[config.mk]
export PLATFORM = sky130hd
export DESIGN_NAME = mul8s_err_monitor
export DESIGN_NICKNAME = d
export VERILOG_FILES = /design/src/rtl/mul8s_err_monitor.sv
export SDC_FILE = /design/constraint.sdc
export NUM_CORES = 1
export LEC_CHECK = 0
export ABC_CLOCK_PERIOD_IN_PS = 10600
export CORE_ASPECT_RATIO = 1.5
export CORE_MARGIN = 3
export CORE_UTILIZATION = 55
export CTS_CLUSTER_SIZE = 40
export DETAILED_ROUTE_END_ITERATION = 12
export DONT_BUFFER_PORTS = 1
export PLACE_DENSITY_LB_ADDON = 0.12
export SLEW_MARGIN = 40
export SYNTH_ARGS = -nofsm -noshare
export SYNTH_HDL_FRONTEND = slang
export SYNTH_SLANG_ARGS = --single-unit
[constraint.sdc]
create_clock -name clk -period 10.6 [get_ports clk]
set_input_delay 1.59 -clock clk [delete_from_list [all_inputs] [get_ports clk]]
set_output_delay 1.59 -clock clk [all_outputs]
set_load 0.02 [all_outputs]
[src/rtl/mul8s_err_monitor.sv]
// mul8s_err_monitor: windowed MAE/WCE/EP statistics for an 8x8 signed approximate multiplier
module mul8s_err_monitor #(
  parameter int WIN_LOG2 = 16,
  parameter int ACC_W    = 32
) (
  input  logic                clk,
  input  logic                rst_n,
  input  logic                start,
  input  logic                in_valid,
  output logic                in_ready,
  input  logic [7:0]          in_a,
  input  logic [7:0]          in_b,
  input  logic [15:0]         in_o,
  output logic                busy,
  output logic                done,
  output logic [ACC_W-1:0]    sum_abs_err,
  output logic [16:0]         max_abs_err,
  output logic [WIN_LOG2:0]   err_count,
  output logic [WIN_LOG2:0]   smp_count
);
  localparam logic [1:0] IDLE  = 2'd0;
  localparam logic [1:0] RUN   = 2'd1;
  localparam logic [1:0] DRAIN = 2'd2;
  localparam logic [1:0] DONE  = 2'd3;
  localparam logic [WIN_LOG2:0] LAST = (WIN_LOG2+1)'((1 << WIN_LOG2) - 1);
  logic [1:0] state, state_nx;
  logic drain_cnt, vld1, accept, go, last;
  logic signed [15:0] exact;
  logic [16:0] diff_nx, diff, abs_err;
  logic [ACC_W:0] sum_wide;
  assign accept   = in_valid & in_ready;
  assign go       = start & (state == IDLE | state == DONE);
  assign last     = accept & (smp_count == LAST);
  assign busy     = (state == RUN) | (state == DRAIN);
  assign exact    = $signed(in_a) * $signed(in_b);
  assign diff_nx  = {in_o[15], in_o} - {exact[15], exact};
  assign abs_err  = diff[16] ? 17'(-diff) : diff;
  assign sum_wide = {1'b0, sum_abs_err} + (ACC_W+1)'(abs_err);
  // Window sequencing: start opens a window, the last accept drains two cycles, then results hold
  always_comb begin
    state_nx = go ? RUN
             : (state == RUN && last) ? DRAIN
             : (state == DRAIN && drain_cnt) ? DONE
             : state;
  end
  // State, registered handshake, done pulse and stage-1 error register
  always_ff @(posedge clk) begin
    if (!rst_n) begin
      state     <= IDLE;
      in_ready  <= 1'b0;
      done      <= 1'b0;
      drain_cnt <= 1'b0;
      vld1      <= 1'b0;
      diff      <= '0;
    end else begin
      state     <= state_nx;
      in_ready  <= state_nx == RUN;
      done      <= state == DRAIN && state_nx == DONE;
      drain_cnt <= state == DRAIN && !drain_cnt;
      vld1      <= accept;
      if (accept) diff <= diff_nx;
    end
  end
  // Statistics: sample count at accept, error stats one stage later; start clears them all
  always_ff @(posedge clk) begin
    if (!rst_n || go) begin
      sum_abs_err <= '0;
      max_abs_err <= '0;
      err_count   <= '0;
      smp_count   <= '0;
    end else begin
      if (accept) smp_count <= smp_count + 1'b1;
      if (vld1) begin
        sum_abs_err <= sum_wide[ACC_W] ? '1 : sum_wide[ACC_W-1:0];
        if (abs_err > max_abs_err) max_abs_err <= abs_err;
        if (abs_err != 17'd0) err_count <= err_count + 1'b1;
      end
    end
  end
endmodule
==> impl_summary.txt <==
----------------------------------------------------
[Floorplanning]
  Die area ... 18300 um^2
  Floorplan die height ... 164.2 um
  Effective utilization at floorplan ... 56.44%
  Standard-cell rows ... 57
  Width of the die ... 111.5 um
  IO Count ... 122
  Area inside the core boundary ... 16260 um^2

[Yosys]
  Count of unique library cells instantiated by Yosys ... 67
  Top flip-flop cell by instance count after synthesis ... sky130_fd_sc_hd__dfxtp_1
  Synth Net Count ... 1269
  Yosys warning count ... 0
  Avg Cell Area, Syn ... 8.435 um^2
  Sequential cell area fraction in the yosys report ... 23.12%
  Number of instances in the synthesized netlist ... 1088
  Netlist area before placement ... 9178 um^2
  Seq cells post-synth ... 106
  Share of synthesized flip-flops with an asynchronous set or reset ... 0%
  Number of enable flip-flop cells after synthesis ... 0

[Clock network]
  Post-CTS Repair Setup Buffers ... 0
  Number of resized instances in the post-cts repair step ... 0
  CTS Sinks ... 106
  Reg clk slew, reported paths ... 0.08 ns
  Skew-Pair Late Insertion Delay ... 0.35 ns
  Total of hold buffers inserted after clock tree synthesis ... 0
  Num CTS Buffers ... 9
  CTS tree ... done
  H-tree depth reported by CTS ... 3
  Buffer cell driving the clock tree root ... sky130_fd_sc_hd__clkbuf_16
  Maximum count of clock buffers along a single path ... 2

[Placement]
  DP HPWL ... 17190 um
  Total of buffers placed on input and output ports ... 0
  Placed Area ... 9344 um^2
  Worst slack, placed ... 3.705 ns
  Weighted congestion reported at the end of routability-driven placement ... 0.8375

[Power]
  Max IR drop VDD ... 0.1094 mV
  Leakage power ... 4.143 nW
  Power per unit of standard cell area ... 209.8 nW/um^2

[STA]
  Tightest Pin Transition ... 0.7913 ns
  Final critical path time including I/O delays and setup ... 6.510 ns
  Final worst-path setup slack ... 4.090 ns
  Maximum clock frequency ... 153.6 MHz
  Final slew viol count ... 0
  Hold Fails Final Rpt ... 0
  Number of setup violations in the final report ... 0
  Period utilisation layout ... 61.42%
  Setup Total Neg Slack ... 0 ns
  Unrepaired setup endpoints after global routing ... false
  Setup Skew ... 0.01591 ns
  Max_slew headroom ... 47.18%

[Worst setup path]
  CP arrival ... 6.76 ns
  Max stage delay on crit path ... 0.57 ns
  Bufs and invs on worst path ... 4
  Worst setup path class ... in2reg
  Most common cell on crit path ... sky130_fd_sc_hd__fa_1
  Critical path endpoint category ... register
  Required arrival time at the worst endpoint ... 10.85 ns
  Slowest cell on the critical path ... sky130_fd_sc_hd__or4_1
  Top cell family by delay on the critical path ... adder cells
  Critical-path maximum fanout ... 8
  Worst path cell trace ... nand2_1, inv_1, fa_1, inv_1, fa_1, fa_1, fa_1, inv_1, fa_1, inv_1, ha_1, or4_1, or3_1, a211oi_1, o41ai_1, a31oi_1, xor2_1, o21ai_0, and2_1
  Startpoint kind of the worst setup timing path ... input port

[Drt]
  Total wire length after detailed routing ... 21010 um
  Post-route DRC violation count ... 0
  Routed via count ... 7334
  Number of design-rule violations left by the first detailed-router iteration ... 266
  Number of optimization iterations in the first detailed-route pass ... 4
  Via/cell ratio ... 5.725
  Final routed wire length divided by cell count ... 16.40 um
  Count of nets left with antenna violations after detail routing ... 0

[Global routing]
  Initial antenna violation count ... 0
  Pin count of the biggest net entering global routing ... 41
  Global routing usage summed across all routing layers ... 23.01%
  Vias in the first global route ... 7362
  Overflow after GRT ... 0
  Global-route wire length before repair ... 34850 um

[Outcome]
  Result of the run ... finished clean

[Cells and area]
  Share of post-route cells with drive strength above 1 ... 4.093%
  Ant diodes ... 0
  Post-route standard cell area excluding fillers ... 9662 um^2
  Final #Nets ... 1251
  Commonest non-fill, non-tap cell in the layout ... sky130_fd_sc_hd__inv_1
  Most frequent cells in the layout ... sky130_fd_sc_hd__inv_1 (144), sky130_fd_sc_hd__dfxtp_1 (106), sky130_fd_sc_hd__nand2_1 (89), sky130_fd_sc_hd__ha_1 (79), sky130_fd_sc_hd__nor2_1 (74)
  Area added between synthesis and finish ... 5.276%
  Fillcell total ... 1550

[Min path]
  Type of the tightest min-delay check ... reg2reg

[Job]
  Number of violations of the max-capacitance limit ... 0

----------------------------------------------------
==> synth_stat cells, drive strengths merged, types with 3 or more instances <==
cell / instances / share of area (%)
a211oi: 7 / 0.57
a21boi: 4 / 0.33
a21o: 13 / 1.1
a21oi: 57 / 3.1
a31oi: 10 / 0.68
and2: 46 / 3.1
and3: 10 / 0.68
and4: 3 / 0.29
buf: 5 / 0.40
clkbuf: 29 / 1.2
dfxtp: 106 / 23
fa: 66 / 14
ha: 79 / 11
inv: 144 / 5.9
mux2i: 27 / 2.9
nand2: 90 / 3.7
nand2b: 12 / 0.82
nand3: 17 / 0.93
nand4: 18 / 1.2
nor2: 76 / 3.2
nor2b: 9 / 0.61
nor3: 14 / 0.76
nor4: 5 / 0.34
nor4b: 3 / 0.29
o2111ai: 4 / 0.52
o211a: 5 / 0.55
o211ai: 7 / 0.57
o21a: 7 / 0.57
o21ai: 63 / 3.5
o21bai: 5 / 0.45
o31ai: 10 / 0.82
o41ai: 7 / 0.67
or2: 6 / 0.41
or3: 15 / 1.0
or4: 5 / 0.45
or4b: 4 / 0.44
xnor2: 38 / 3.6
xor2: 33 / 3.1
==> worst register-to-register path, stage by stage (launching register included) <==
cell and delay [ns]:
sky130_fd_sc_hd__dfxtp_1 0.37, sky130_fd_sc_hd__inv_1 0.12, sky130_fd_sc_hd__ha_1 0.24, sky130_fd_sc_hd__or4b_1 0.59, sky130_fd_sc_hd__o21ai_0 0.26, sky130_fd_sc_hd__xnor2_1 0.15, sky130_fd_sc_hd__ha_1 0.34, sky130_fd_sc_hd__o21a_1 0.15
sky130_fd_sc_hd__o21ai_0 0.16, sky130_fd_sc_hd__o311a_1 0.42, sky130_fd_sc_hd__o41ai_2 0.61, sky130_fd_sc_hd__o211a_1 0.44, sky130_fd_sc_hd__nand4_1 0.47, sky130_fd_sc_hd__and4_1 0.39, sky130_fd_sc_hd__nor3_1 0.14
==> cell type report <==
class	instances	area, um^2	share of cell area [%]
sequential	106	2122	21.96
inverter	144	540.5	5.594
clock buffer	9	225.2	2.331
tap	206	257.7	2.668
multi-input combinational	804	6387	66.11
timing repair buffer	5	37.54	0.3885
clock inverter	7	91.34	0.9454
==> where the power goes <==
group / total (mW) / internal [mW] / switching, mW
Sequential: 0.445 / 0.414 / 0.0312
Combinational: 1.24 / 0.548 / 0.692
Clock: 0.342 / 0.170 / 0.172
Total: 2.03 / 1.13 / 0.895
==> metal layers <==
metal	vias up	part of all wire (%)	track usage, %
li1	3651	-	-
met1	3512	37	23.93
met2	136	56	45.52
met3	35	4.4	4.423
met4	0	2.6	7.914
met5	-	0	0
==> final timing paths <==
path	from	endpoint	slack [ns]	cells past startpoint
worst max register to register	diff[0]$_SDFFE_PN0P_	sum_abs_err[23]$_SDFFE_PP0P_	5.70	14
worst max-delay path	in_a[7]	diff[15]$_SDFFE_PN0P_	4.09	19
worst min-delay path	drain_cnt$_SDFF_PN0_	drain_cnt$_SDFF_PN0_	0.41	1
worst min register to register	drain_cnt$_SDFF_PN0_	drain_cnt$_SDFF_PN0_	0.41	1
==> stage by stage <==
stage / instances / hold slack (ns) / util (%) / total power, mW
floorplan: 1088 / 0.3915 / - / 1.475
global placement: 1265 / 0.4003 / 57.40 / 1.686
detailed placement: 1265 / 0.4052 / 57.46 / 1.713
CTS: 1281 / 0.4175 / 59.41 / 2.062
global route: 1281 / 0.4383 / 59.42 / 2.254
finish: 1281 / 0.4144 / 59.42 / 2.027
==> registers in the layout, summed over array words and instances, names as in the netlist <==
register,cells
diff,17
err_count,17
state,2
done,1
smp_count,17
sum_abs_err,32
max_abs_err,17
drain_cnt,1
vld1,1
in_ready,1
==> cells by family after synthesis <==
logic type | share of synthesized area [%]
adder cells (fa/ha/maj) | 25.17
AND/OR/NAND/NOR | 19.26
XOR/XNOR | 6.776
multiplexers | 2.945
buffers and inverters | 7.471
flip-flops | 23.12
AO/OA/AOI/OAI | 15.26
No activity file was read; power rests on OpenSTA's default activity.
